[src/rtl/nt_subckt_test_seq_if.sv]
// Control/observation bus between the screening sequencer and its driver.
// Carries the start/golden request side and the stimulus/result side.
interface nt_subckt_test_seq_if #(
    parameter int NIN   = 4,
    parameter int SIG_W = 16,
    parameter int NVEC  = 16
);
    localparam int VW = $clog2(NVEC + 1);

    logic             start;
    logic [SIG_W-1:0] golden_sig;
    logic             dut_out;
    logic [NIN-1:0]   dut_in;
    logic             busy;
    logic             done;
    logic             pass;
    logic [SIG_W-1:0] sig;
    logic [VW-1:0]    vec_idx;

    modport master (
        output start, golden_sig, dut_out,
        input  dut_in, busy, done, pass, sig, vec_idx
    );

    modport slave (
        input  start, golden_sig, dut_out,
        output dut_in, busy, done, pass, sig, vec_idx
    );
endinterface

[src/rtl/nt_subckt_test_seq.sv]
// LFSR-driven stimulus sequencer for one registered Nt-node subcircuit.
// Holds each vector LAT+1 cycles and compacts the output into a MISR.
module nt_subckt_test_seq #(
    parameter int               NIN   = 4,
    parameter int               LAT   = 2,
    parameter int               NVEC  = 16,
    parameter int               SIG_W = 16,
    parameter logic [15:0]      SEED  = 16'hACE1,
    parameter logic [SIG_W-1:0] POLY  = 'h1021
) (
    input  logic I1470_clk,
    input  logic I1477_rst,
    nt_subckt_test_seq_if.slave bus
);
    localparam int VW = $clog2(NVEC + 1);
    localparam int HW = $clog2(LAT + 1);

    typedef enum logic [1:0] {IDLE, HOLD, DONE} state_t;

    state_t           state_q;
    state_t           state_d;
    logic [15:0]      lfsr_q;
    logic [NIN-1:0]   din_q;
    logic [SIG_W-1:0] sig_q;
    logic [VW-1:0]    vidx_q;
    logic [HW-1:0]    hcnt_q;
    logic             pass_q;

    logic             capture;
    logic             last;
    logic             accept;
    logic [15:0]      lfsr_nxt;
    logic [SIG_W-1:0] sig_nxt;
    logic             busy;
    logic             done;

    assign capture = (state_q == HOLD) && (hcnt_q == HW'(LAT));
    assign last    = (vidx_q == VW'(NVEC - 1));
    assign accept  = bus.start && (state_q != HOLD);

    assign lfsr_nxt = {lfsr_q[0] ^ lfsr_q[2] ^ lfsr_q[3] ^ lfsr_q[5],
                       lfsr_q[15:1]};

    assign sig_nxt = {sig_q[SIG_W-2:0], 1'b0}
                   ^ ({SIG_W{sig_q[SIG_W-1]}} & POLY)
                   ^ SIG_W'(bus.dut_out);

    always_ff @(posedge I1470_clk or negedge I1477_rst) begin
        if (!I1477_rst) state_q <= IDLE;
        else            state_q <= state_d;
    end

    always_comb begin
        state_d = state_q;
        unique case (state_q)
            IDLE:    if (bus.start) state_d = HOLD;
            HOLD:    if (capture && last) state_d = DONE;
            DONE:    if (bus.start) state_d = HOLD;
            default: state_d = IDLE;
        endcase
    end

    always_comb begin
        busy = (state_q == HOLD);
        done = (state_q == DONE);
    end

    // Stimulus only moves on a vector boundary, so dut_in is a plain register.
    always_ff @(posedge I1470_clk or negedge I1477_rst) begin
        if (!I1477_rst) begin
            lfsr_q <= SEED;
            din_q  <= '0;
            sig_q  <= '0;
            vidx_q <= '0;
            hcnt_q <= '0;
            pass_q <= 1'b0;
        end else if (accept) begin
            lfsr_q <= SEED;
            din_q  <= SEED[NIN-1:0];
            sig_q  <= '0;
            vidx_q <= '0;
            hcnt_q <= '0;
            pass_q <= 1'b0;
        end else if (capture) begin
            sig_q <= sig_nxt;
            if (last) begin
                pass_q <= (sig_nxt == bus.golden_sig);
            end else begin
                vidx_q <= vidx_q + VW'(1);
                hcnt_q <= '0;
                lfsr_q <= lfsr_nxt;
                din_q  <= lfsr_nxt[NIN-1:0];
            end
        end else if (state_q == HOLD) begin
            hcnt_q <= hcnt_q + HW'(1);
        end
    end

    assign bus.dut_in  = din_q;
    assign bus.busy    = busy;
    assign bus.done    = done;
    assign bus.pass    = done & pass_q;
    assign bus.sig     = sig_q;
    assign bus.vec_idx = vidx_q;
endmodule

[src/flat_wrapper.sv]
// flat-port wrapper written by rule: the top's interface ports become plain ports
module nt_subckt_test_seq_flat 
#(
    parameter int               NIN   = 4,
    parameter int               LAT   = 2,
    parameter int               NVEC  = 16,
    parameter int               SIG_W = 16,
    parameter logic [15:0]      SEED  = 16'hACE1,
    parameter logic [SIG_W-1:0] POLY  = 'h1021
)
  (I1470_clk, I1477_rst, bus_start, bus_golden_sig, bus_dut_out, bus_dut_in, bus_busy, bus_done, bus_pass, bus_sig, bus_vec_idx);
  nt_subckt_test_seq_if #(.NIN(NIN), .SIG_W(SIG_W), .NVEC(NVEC)) bus_i ();
  input  logic I1470_clk;
  input  logic I1477_rst;
  input wire logic [$bits(bus_i.start)-1:0] bus_start;
  input wire logic [$bits(bus_i.golden_sig)-1:0] bus_golden_sig;
  input wire logic [$bits(bus_i.dut_out)-1:0] bus_dut_out;
  output wire logic [$bits(bus_i.dut_in)-1:0] bus_dut_in;
  output wire logic [$bits(bus_i.busy)-1:0] bus_busy;
  output wire logic [$bits(bus_i.done)-1:0] bus_done;
  output wire logic [$bits(bus_i.pass)-1:0] bus_pass;
  output wire logic [$bits(bus_i.sig)-1:0] bus_sig;
  output wire logic [$bits(bus_i.vec_idx)-1:0] bus_vec_idx;
  assign bus_i.start = bus_start;
  assign bus_i.golden_sig = bus_golden_sig;
  assign bus_i.dut_out = bus_dut_out;
  assign bus_dut_in = bus_i.dut_in;
  assign bus_busy = bus_i.busy;
  assign bus_done = bus_i.done;
  assign bus_pass = bus_i.pass;
  assign bus_sig = bus_i.sig;
  assign bus_vec_idx = bus_i.vec_idx;
  nt_subckt_test_seq #(.NIN(NIN), .LAT(LAT), .NVEC(NVEC), .SIG_W(SIG_W), .SEED(SEED), .POLY(POLY)) u_core (.I1470_clk(I1470_clk), .I1477_rst(I1477_rst), .bus(bus_i));
endmodule
[config.mk]
export PLATFORM = sky130hd
export DESIGN_NAME = nt_subckt_test_seq_flat
export DESIGN_NICKNAME = d
export VERILOG_FILES = /design/src/rtl/nt_subckt_test_seq_if.sv /design/src/rtl/nt_subckt_test_seq.sv /design/src/flat_wrapper.sv
export SDC_FILE = /design/constraint.sdc
export NUM_CORES = 1
export LEC_CHECK = 0
export BUFFER_PORTS_ARGS = -buffer_cell sky130_fd_sc_hd__buf_2
export CAP_MARGIN = 5
export CORE_ASPECT_RATIO = 1.2
export CORE_MARGIN = 4
export CORE_UTILIZATION = 40
export CTS_BUF_LIST = sky130_fd_sc_hd__clkbuf_16
export DETAILED_ROUTE_END_ITERATION = 16
export GPL_TIMING_DRIVEN = 0
export PLACE_DENSITY = 0.6
export SLEW_MARGIN = 20
export SYNTH_ARGS = -nofsm -noshare
export SYNTH_HDL_FRONTEND = slang
export SYNTH_SLANG_ARGS = --single-unit
[constraint.sdc]
create_clock -name I1470_clk -period 2.35 [get_ports I1470_clk]
set_input_delay 0 -clock I1470_clk [delete_from_list [all_inputs] [get_ports I1470_clk]]
set_output_delay 0 -clock I1470_clk [all_outputs]
set_load 0.005 [all_outputs]
After elaboration in Yosys (flattened, before gate mapping) --
Index checks and enable logic that the tools add are counted.
Storage, ports and cells: register bits after elaboration 46, output and inout bits 28, input port bits 20, logic and storage cells 58
Cells by class: add/sub/neg operators 2, mux-type cells 21, reductions and logical operators 12, eq/ne operators 10, bitwise logic cells 6
Operators by type and width (number):
- 2-to-1 mux 16 bit | 5
- == test 16 bit | 1
- XOR 16 x 1 -> 16 bit | 1
- XOR 16 x 13 -> 16 bit | 1
- 2-to-1 mux 5 bit | 3
- 2-to-1 mux 2 bit | 6
- 2-to-1 mux 4 bit | 3
- AND reduction 2 bit | 4
- != test 2 x 1 -> 1 bit (second input constant) | 3
- adder 5 x 1 -> 5 bit (second input constant) | 1
- == test 5 x 4 -> 1 bit (second input constant) | 1
- == test 2 bit (second input constant) | 2
- case mux 2 bit (2 select lines) | 1
- nonzero test 2 bit | 2
- logical AND 1 bit | 3
- 2-to-1 mux 1 bit | 3
- != test 3 bit (second input constant) | 1
- nonzero test 3 bit | 1
- XOR 1 bit | 3
- adder 2 x 1 -> 2 bit (second input constant) | 1
- == test 2 x 1 -> 1 bit (second input constant) | 1
- logical NOT 2 bit | 1
- != test 2 bit (second input constant) | 1
- OR reduction 2 bit | 1
- bitwise AND 1 bit | 1

Longest topological paths before layout --
depth in word-level cells 6, depth in mapped cells 8, gate-level depth less buffers 7

Worst setup path before layout --
Ideal clock, no wire load.
kind flip-flop to flip-flop, start point register u_core.vidx_q[0], in the netlist u_core.bus.vec_idx[0], end point register u_core.lfsr_q[12], path slack 0.622 ns, stages on the path, launching flop included 8, data required time 2.284 ns, arrival time 1.662 ns, path through dfrtp_1 -> ha_1 -> and3_1 -> ha_1 -> nor2_2 -> clkbuf_1 -> nand2_1 -> nand2_1
Between the ends: cells in the longest elaborated chain, start to end 3
RTL lines:
- start, declared | line nt_subckt_test_seq.sv:25 | logic [VW-1:0] vidx_q;
- start signal, assigned | line nt_subckt_test_seq.sv:89 | vidx_q <= vidx_q + VW'(1);
- == test 5 x 4 -> 1 bit | line nt_subckt_test_seq.sv:38 | assign last = (vidx_q == VW'(NVEC - 1));
- != test 2 bit (no line)
- AND reduction 2 bit (no line)
- end signal, assigned | line nt_subckt_test_seq.sv:91 | lfsr_q <= lfsr_nxt;
- end, declared | line nt_subckt_test_seq.sv:22 | logic [15:0] lfsr_q;
Every way passes these cells. A chain may end at the register's enable or synchronous reset.

Worst setup path after layout --
start point register u_core.vidx_q[0], in the netlist u_core.bus.vec_idx[0], end point register u_core.lfsr_q[9]
The elaborated chain is that of the path after synthesis.

==> results.sh <==
export IMPL_status="finished, final reports clean"
export IMPL_synth_distinct_cells=35
export IMPL_cts_sinks=43
export IMPL_worst_slew_pin_slew_ps=941.6
export IMPL_final_period_utilization_pct=85.70
export IMPL_ant_nets=0
export IMPL_period_minus_slack_ps=2014
export IMPL_wl_per_cell_um=13.75
export IMPL_synth_nets=245
export IMPL_place_inst=330
export IMPL_area_growth_syn_to_layout_pct=22.15
export IMPL_num_io_pins=48
export IMPL_clk_latency_ps=280
export IMPL_layout_drive_gt1_share_pct=26.16
export IMPL_worst_hold_path_type="primary input to flip-flop"
export IMPL_start_kind="flip-flop"
export IMPL_first_iter_violations=106
export IMPL_rsz0062_at_grt="false"
export IMPL_via_per_inst=5.009
export IMPL_power_density_nw_per_um2=1258
export IMPL_p_leak_uw=0.001251
export IMPL_grt_antenna_before_repair=0
export IMPL_clk_pin_slew_worst_paths_ps=60
export IMPL_rows=28
export IMPL_drc_errors=0
export IMPL_die_h_um=86.65
export IMPL_synth_edff_count=0
export IMPL_grt_pass1_wl_mm=8.142
export IMPL_cts_max_path_buffers=2
export IMPL_ctsHtreeMaxLevel=2
export IMPL_setup_violations_final=0
export IMPL_synth_seq_cells=43
export IMPL_critPathMaxFanout=10
export IMPL_yosysWarnings=0
export IMPL_max_slew_margin_pct=37.23
export IMPL_vias=1698
export IMPL_ys_async_sr_fraction_pct=100.0
export IMPL_layout_cells_non_filler=339
export IMPL_max_freq_mhz=496.5
export IMPL_nets=300
export IMPL_cts_tree="built"
export IMPL_syn_inst=223
export IMPL_antenna_cells=0
export IMPL_grt_total_usage_pct=16.21
export IMPL_overflow=0
export IMPL_final_setup_tns_ps=0
export IMPL_grt_pass1_vias=1746
export IMPL_syn_avg_cell_area_um2=9.247
export IMPL_grt_max_degree=44
export IMPL_skew_ps=5.129
export IMPL_drv_slew=0
export IMPL_synth_seq_area_share_pct=52.67
export IMPL_worst_setup_path_end_kind="flip-flop"
export IMPL_synthesis_area_um2=2062
export IMPL_finalHoldViolCount=0
export IMPL_drt_wl_total_mm=4.662
export IMPL_cp_arrival_ps=2220
export IMPL_dieArea_um2=6372
export IMPL_maxCapViolations=0
export IMPL_yosys_most_used_dff="dfrtp_1"
export IMPL_required_ps=2560
export IMPL_gp_congestion=0.7602
export IMPL_cts_root_buf="clkbuf_16"
export IMPL_start_util_pct=41.45
export IMPL_die_w_um=73.54
export IMPL_drt_pass1_iter_count=4
export IMPL_dpl_hpwl_mm=3.436
export IMPL_crit_type="flip-flop to flip-flop"
export IMPL_post_cts_resized=0
export IMPL_portBuffers=47
export IMPL_cts_buffers=5
export IMPL_core_um2=4975
export IMPL_ir_drop_mv=0.5788
export IMPL_final_util_pct=50.63
## Yosys cell counts, types with 2 or more instances
library cell	count	area share (%)
a21oi_1	6	1.5
buf_2	4	0.97
buf_4	3	1.1
clkbuf_1	6	1.1
dfrtp_1	35	42
dfstp_2	8	10
ha_1	2	1.2
inv_1	3	0.55
inv_2	2	0.36
nand2_1	67	12
nand3_1	23	5.6
nand4_1	3	0.91
nor2_1	5	0.91
nor3_1	2	0.49
o21ai_0	4	0.97
o21ai_1	9	2.2
o31ai_1	2	0.73
xnor2_1	20	8.5
xor2_1	3	1.3
## repair_timing
action | CTS | global route
setup buffers | 0 | 0
hold buffers | 1 | 0
endpoints found under the hold margin | 35 | 0
## registers in the layout, summed over array words and instances, names as in the netlist
signal and flops:
u_core.bus.dut_in 3, u_core.bus.vec_idx 5, u_core.bus.sig 16, u_core.hcnt_q 2, u_core.lfsr_q 14, u_core.state_q 2, u_core.pass_q 1
## path summary, 6_finish.rpt
kind                                        from                 to  slack [ps]  cells after the start
setup / recovery           u_core.bus.vec_idx[0]   u_core.lfsr_q[9]         340                      7
hold / removal                         bus_start   u_core.hcnt_q[0]          30                      4
setup reg to reg           u_core.bus.vec_idx[0]   u_core.lfsr_q[9]         340                      7
hold reg to reg                 u_core.lfsr_q[7]   u_core.lfsr_q[6]         460                      2
max in group asynchronous              I1477_rst  u_core.bus.sig[1]        1350                      2
min in group asynchronous              I1477_rst   u_core.lfsr_q[9]         420                      2
## cells in the final DEF, fill, tap and decap left out
cell,instances
xor2_1,3
dlygate4sd3_1,1
buf_2,51
and3_1,1
nand2b_1,1
nor4bb_1,1
inv_1,6
inv_2,2
dfrtp_1,35
ha_1,2
buf_4,3
nor2_1,5
a41oi_1,1
or4_1,1
dfstp_2,8
nand2_1,67
a22o_1,1
nand4bb_1,1
o31ai_1,2
nand3_1,23
buf_1,1
clkbuf_1,6
clkbuf_16,5
o21ai_0,4
xnor2_1,20
nor3_1,2
nand4_1,3
o21ai_1,9
nor2b_1,1
o31ai_2,1
nor2_2,1
and2_1,1
a21oi_1,6
o211ai_1,1
a2111oi_0,1
o221ai_2,1
xnor2_2,1
## layout make-up
cell class | count | area, um^2
Fill cell | 509 | 2456
Sequential cell | 43 | 1086
Multi-Input combinational cell | 161 | 888.4
Timing Repair Buffer | 48 | 245.2
Clock buffer | 5 | 125.1
Tap cell | 60 | 75.07
Buffer | 14 | 68.82
Inverter | 5 | 18.77
Clock inverter | 3 | 11.26
## per-layer routing
layer / routed length, um / vias to the layer above / global-route usage (%)
li1: - / 843 / -
met1: 2014 / 819 / 20.13
met2: 2395 / 31 / 28.31
met3: 208 / 5 / 3.480
met4: 43 / 0 / 3.954
met5: 0 / - / 0
## report_power, final
group	total [uW]	internal (uW)	switching, uW
Sequential	1370	1090	283
Combinational	1150	543	611
Clock	642	382	260
## critical path, cell delays in order, from the launching register on
cell and delay, ps:
dfrtp_1 420, ha_1 220, and3_1 140, ha_1 250
nor2_2 330, clkbuf_1 390, nand2_1 120, nand2_1 80
## kinds of logic after synthesis
logic type | after synthesis | synth area share [%]
AO/OA/AOI/OAI | 27 | 8.313
XOR/XNOR | 24 | 10.56
adder cells (fa/ha/maj) | 2 | 1.213
buffers and inverters | 19 | 4.247
flip-flops | 43 | 52.67
AND/OR/NAND/NOR | 108 | 23.00
## stage by stage
stage / hold slack [ps] / setup slack, ps / cell area, um^2 / total power, uW
after floorplan: -295.6 / 621.6 / 2062 / 2123
after global placement: 210.3 / 358.0 / 2372 / 2530
after detailed placement: 206.7 / 325.0 / 2372 / 2559
after CTS: 31.29 / 302.7 / 2519 / 3213
after global routing: 43.23 / 168.2 / 2519 / 3448
final: 33.44 / 336.0 / 2519 / 3168
(Power assumes the default switching activity.)
